**src/rtl/apb_regfile_bridge.sv**
```systemverilog
// apb_regfile_bridge: APB3 slave turning transfers into register-file strobes with PSLVERR decode
module apb_regfile_bridge #(
  parameter int NUM_REGS  = 6,
  parameter int RF_ADDR_W = 5,
  parameter int PADDR_W   = 12
) (
  input  logic                 clk,
  input  logic                 rst,
  input  logic                 psel,
  input  logic                 penable,
  input  logic                 pwrite,
  input  logic [PADDR_W-1:0]   paddr,
  input  logic [31:0]          pwdata,
  output logic [31:0]          prdata,
  output logic                 pready,
  output logic                 pslverr,
  output logic                 rf_cs,
  output logic                 rf_wren,
  output logic [RF_ADDR_W-1:0] rf_addr,
  output logic [31:0]          rf_wdata,
  input  logic [31:0]          rf_rdata
);
  typedef enum logic [2:0] {IDLE, WR_CMD, RD_CMD, RD_CAP, RESP} state_t;
  state_t state, state_d;
  logic [31:0] prdata_d, rf_wdata_d;
  logic pready_d, pslverr_d, rf_cs_d, rf_wren_d;
  logic [RF_ADDR_W-1:0] rf_addr_d;
  logic [PADDR_W-3:0] idx;
  logic err, setup, abort;
  assign idx   = paddr[PADDR_W-1:2];
  assign err   = (paddr[1:0] != 2'b00) || (idx >= (PADDR_W-2)'(NUM_REGS));
  assign setup = psel && !penable;
  assign abort = !psel;
  always_comb begin
    state_d    = state;
    prdata_d   = prdata;
    pready_d   = 1'b0;
    pslverr_d  = 1'b0;
    rf_cs_d    = 1'b0;
    rf_wren_d  = 1'b0;
    rf_addr_d  = rf_addr;
    rf_wdata_d = rf_wdata;
    case (state)
      IDLE: if (setup) begin
        if (err) begin
          state_d   = RESP;
          pready_d  = 1'b1;
          pslverr_d = 1'b1;
          prdata_d  = '0;
        end else begin
          state_d    = pwrite ? WR_CMD : RD_CMD;
          rf_cs_d    = 1'b1;
          rf_wren_d  = pwrite;
          rf_addr_d  = idx[RF_ADDR_W-1:0];
          rf_wdata_d = pwdata;
        end
      end
      WR_CMD: begin
        state_d  = abort ? IDLE : RESP;
        pready_d = !abort;
        prdata_d = abort ? prdata : '0;
      end
      RD_CMD: state_d = abort ? IDLE : RD_CAP;
      RD_CAP: begin
        state_d  = abort ? IDLE : RESP;
        pready_d = !abort;
        prdata_d = abort ? prdata : rf_rdata;
      end
      default: state_d = IDLE;
    endcase
  end
  always_ff @(posedge clk) begin
    if (rst) begin
      state    <= IDLE;
      prdata   <= '0;
      pready   <= 1'b0;
      pslverr  <= 1'b0;
      rf_cs    <= 1'b0;
      rf_wren  <= 1'b0;
      rf_addr  <= '0;
      rf_wdata <= '0;
    end else begin
      state    <= state_d;
      prdata   <= prdata_d;
      pready   <= pready_d;
      pslverr  <= pslverr_d;
      rf_cs    <= rf_cs_d;
      rf_wren  <= rf_wren_d;
      rf_addr  <= rf_addr_d;
      rf_wdata <= rf_wdata_d;
    end
  end
endmodule

```
**config.mk**
```make
export PLATFORM = sky130hd
export DESIGN_NAME = apb_regfile_bridge
export DESIGN_NICKNAME = d
export VERILOG_FILES = /design/src/rtl/apb_regfile_bridge.sv
export SDC_FILE = /design/constraint.sdc
export NUM_CORES = 1
export LEC_CHECK = 0
export BUFFER_PORTS_ARGS = -buffer_cell sky130_fd_sc_hd__buf_2
export CORE_MARGIN = 1.5
export CORE_UTILIZATION = 45
export DETAILED_ROUTE_END_ITERATION = 8
export GPL_TIMING_DRIVEN = 0
export PLACE_DENSITY = 0.82
export SLEW_MARGIN = 20
export SYNTH_ARGS = -nofsm -noshare
export SYNTH_HDL_FRONTEND = slang
export SYNTH_SLANG_ARGS = --single-unit
```
**constraint.sdc**
```tcl
create_clock -name clk -period 2.3 [get_ports clk]
set_clock_uncertainty 0.2 [all_clocks]
set_input_delay 0.115 -clock clk [delete_from_list [all_inputs] [get_ports clk]]
set_output_delay 0.115 -clock clk [all_outputs]
set_load 0.02 [all_outputs]
```
==> PnR_summary.wiki <==
{| class="wikitable"
! Metric !! Value
|-
| Global router's overall resource usage || a little over a quarter
|-
| Timing-limited maximum frequency || 481 MHz
|-
| Number of antenna repair diodes || 0
|-
| Maximum net fanout on the critical path || 10
|-
| Via Count || ~3.6k
|-
| X dimension of the die || a little under 90 um
|-
| Element type at the critical path start || input pin
|-
| Count of flip-flops with a built-in enable after synthesis || 0
|-
| ANT nets after route || 0
|-
| Post-layout utilization of the core || between 70% and 80%
|-
| Hold Vio Cnt, Final || 0
|-
| Core region area || just under 7000 um2
|-
| Maximum number of pins on one net before global-route repair || 13
|-
| Layout cells sized above 1 || 29.4%
|-
| Top layer used by detailed routing || met4
|-
| Reg-to-reg setup timing slack || 0.39 ns
|-
| Type of the most critical hold path || input pin to flip-flop
|-
| Maximum level of the CTS H-tree || 3
|-
| Number of rows in the core area || 30
|-
| Flip-flop cell with the highest count after synthesis || sky130_fd_sc_hd__dfxtp_1
|-
| Category of the most critical setup path || input pin to flip-flop
|-
| HPWL after DPL || between 6 and 7 mm
|-
| Detail Route met2 WL || 5.46 mm
|-
| Final clock period utilization by the worst path || 90.5%
|-
| Number of failing setup endpoints in the final timing report || 0
|-
| DRT Pass-1 Iters || 4
|-
| Synth-to-Final Area Change || 57.8%
|-
| Total CTS buffers || 9
|-
| FF+latch area || roughly 1500 um2
|-
| Rel. slew slack || 64.4%
|-
| Fill cell total of the finished layout || 515
|-
| Residual DRC || 0
|-
| TritonCTS clock tree || yes
|-
| Worst VDD drop || roughly 370 uV
|-
| Number of top-level pins || 154
|-
| Area taken by multi-input logic gates || 1410 um2
|-
| Number of buffers added for setup after CTS || 0
|-
| Sum Neg Setup Slack || 0 ns
|-
| Endpoint required time on the critical path || 2.30 ns
|-
| DIE HEIGHT || slightly below 90 um
|-
| Antenna violations before repair || 0
|-
| RSZ-0062 raised after global routing || false
|-
| Routed WL || 10.4 mm
|-
| Die ar. || 7690 um2
|-
| Share of flip-flops with an asynchronous set or reset || 0%
|-
| Detail-routed via count per cell || about 5
|-
| Routed wire length per instance || approximately 15 um
|-
| Starting DRT DRC Count || 82
|-
| Final max-slew violation count || 0
|-
| Transition time of the tightest slew-check pin || 0.534 ns
|-
| IO Port Bufs || 153
|-
| Initial core utilization || a little under half
|-
| Routed wire length on met3 || 463 um
|-
| Number of clock sinks || 76
|-
| Crit path arrival time || 2.08 ns
|-
| Number of instances resized during post-cts repair || 0
|-
| Total design power || between 0.002 and 0.003 W
|-
| Mapped cell area || around 3200 um2
|-
| Via count of the first global-routing pass || ~3.6k
|-
| Pwr Density || about 530 nW/um2
|-
| Hold-fix buffers, CTS || 76
|-
| Number of instances in the synthesized netlist || around 370
|-
| CTS root buffer || sky130_fd_sc_hd__clkbuf_8
|-
| Synthesized area divided by synthesized cell count || between 8 and 9 um2
|-
| Sequential-to-total area share from yosys stat || 47.2%
|-
| Crit path time final || 2.08 ns
|-
| Leakage Power || about 2.3 nW
|-
| Met1 routed wirelength after detailed routing || 3.95 mm
|-
| Count of warnings emitted by yosys || 0
|-
| Max-capacitance violation count || 0
|-
| Global-route wire length before repair || about 16 mm
|-
| Distinct cell type count after synthesis || 29
|-
| FF+latch count, synth || between 70 and 80
|-
| Worst-skew pair later-pin latency || around 0.33 ns
|-
| Design area || around 5100 um2
|-
| Type of element capturing the critical path || flip-flop
|-
| GPL Wtd Cong || between 0.8 and 0.9
|-
| Status || completed
|-
| Post-DP Area || between 4000 and 5000 um2
|-
| NumNets Final || just under 700
|-
| Clock-pin slew reported for the worst setup and hold paths after clock tree synthesis || 0.07 ns
|-
| Clock buffer depth || 2
|-
| Leftover overflow at the end of global routing || 0
|-
| Synth Net Count || roughly 450
|}
## metrics by stage
stage / hold WS, ns / cells / setup WS, ns
6_report: 0.0460 / 712 / 0.219
3_5_place_dp: 0.172 / 620 / 0.444
3_3_place_gp: 0.162 / 620 / 0.475
2_1_floorplan: 0.0571 / 371 / 0.671
4_1_cts: 0.0243 / 712 / 0.318
5_1_grt: 0.0801 / 712 / 0.0946
## worst max-delay path: stages
cell and delay [ns]:
sky130_fd_sc_hd__dlygate4sd3_1 0.54, sky130_fd_sc_hd__buf_2 0.12, sky130_fd_sc_hd__nor3_1 0.33, sky130_fd_sc_hd__nand4_2 0.20, sky130_fd_sc_hd__buf_6 0.19, sky130_fd_sc_hd__clkbuf_1 0.21, sky130_fd_sc_hd__o21ai_0 0.27, sky130_fd_sc_hd__a21oi_1 0.10
## layout by cell type (no fill, tap or decap), types with 2 or more instances in the layout
cell type	n
sky130_fd_sc_hd__dfxtp_1	76
sky130_fd_sc_hd__nor3_1	4
sky130_fd_sc_hd__dlygate4sd3_1	76
sky130_fd_sc_hd__nand2b_1	33
sky130_fd_sc_hd__bufinv_16	2
sky130_fd_sc_hd__nor2_1	4
sky130_fd_sc_hd__clkbuf_1	22
sky130_fd_sc_hd__or3_1	35
sky130_fd_sc_hd__o21ai_1	21
sky130_fd_sc_hd__clkbuf_8	10
sky130_fd_sc_hd__a21oi_1	36
sky130_fd_sc_hd__o21ai_0	14
sky130_fd_sc_hd__buf_2	155
sky130_fd_sc_hd__mux2i_1	32
sky130_fd_sc_hd__nand2_1	33
sky130_fd_sc_hd__clkinv_2	3
sky130_fd_sc_hd__buf_6	4
sky130_fd_sc_hd__inv_1	36
sky130_fd_sc_hd__nor2b_1	3
sky130_fd_sc_hd__buf_4	3
sky130_fd_sc_hd__nor3b_1	2
## logic make-up (layout without fill, tap and decap cells)
| logic type | count (synthesis) | count (layout) | share of synthesized area [%] |
|---|---|---|---|
| AOI/OAI and AO/OA | 75 | 75 | 12.5 |
| buffers and inverters | 67 | 312 | 9.15 |
| DFF | 76 | 76 | 47.2 |
| muxes | 32 | 32 | 9.93 |
| and+or+nand+nor | 121 | 121 | 21.3 |
## synth_stat cells, types with 2 or more instances
cell,instances,share of area [%]
sky130_fd_sc_hd__nor3b_1,2,0.47
sky130_fd_sc_hd__nor2b_1,3,0.58
sky130_fd_sc_hd__o21ai_1,21,3.3
sky130_fd_sc_hd__or3_1,35,6.8
sky130_fd_sc_hd__nand2_1,33,3.8
sky130_fd_sc_hd__mux2i_1,32,9.9
sky130_fd_sc_hd__nor2_1,4,0.47
sky130_fd_sc_hd__buf_2,2,0.31
sky130_fd_sc_hd__buf_4,3,0.70
sky130_fd_sc_hd__inv_1,36,4.2
sky130_fd_sc_hd__buf_6,4,1.4
sky130_fd_sc_hd__o21ai_0,14,2.2
sky130_fd_sc_hd__clkbuf_1,21,2.4
sky130_fd_sc_hd__a21oi_1,36,5.6
sky130_fd_sc_hd__nand2b_1,33,6.4
sky130_fd_sc_hd__nor3_1,4,0.62
sky130_fd_sc_hd__dfxtp_1,76,47
## power by group
| part | switching, W | internal, W | total (W) |
|---|---|---|---|
| sequential | 0.00000116 | 0.00132 | 0.00132 |
| combinational | 0.000120 | 0.000170 | 0.000290 |
| clock | 0.000473 | 0.000636 | 0.00111 |
| total | 0.000594 | 0.00212 | 0.00272 |
## sequential cells by signal, summed over array words and instances (netlist names)
| name | cells |
|---|---|
| prdata | 32 |
| pready | 1 |
| pslverr | 1 |
| rf_addr | 5 |
| rf_cs | 1 |
| rf_wdata | 32 |
| rf_wren | 1 |
| state | 3 |
## area by class of cell
class / instances / area share (%)
buffer: 31 / 3.15
clock buffer: 11 / 2.78
clock inverter: 5 / 1.48
inverter: 36 / 2.66
multi-input combinational: 228 / 27.7
sequential: 76 / 29.9
tap: 96 / 2.36
timing repair buffer: 229 / 30.0
## worst paths after layout
kind,depth (start not counted),from,to
setup reg to reg,5,state[1],prdata[16]
hold reg to reg,2,prdata[16],prdata[16]
hold / removal,4,psel,state[0]
setup / recovery,8,paddr[0],rf_wdata[3]
## routing by layer
layer,vias to the layer above,GRT usage [%]
met5,-,0
met4,0,17.3
met3,48,4.62
met2,148,49.4
met1,1662,28.8
li1,1697,-
Power figures use the tool's default switching activity.
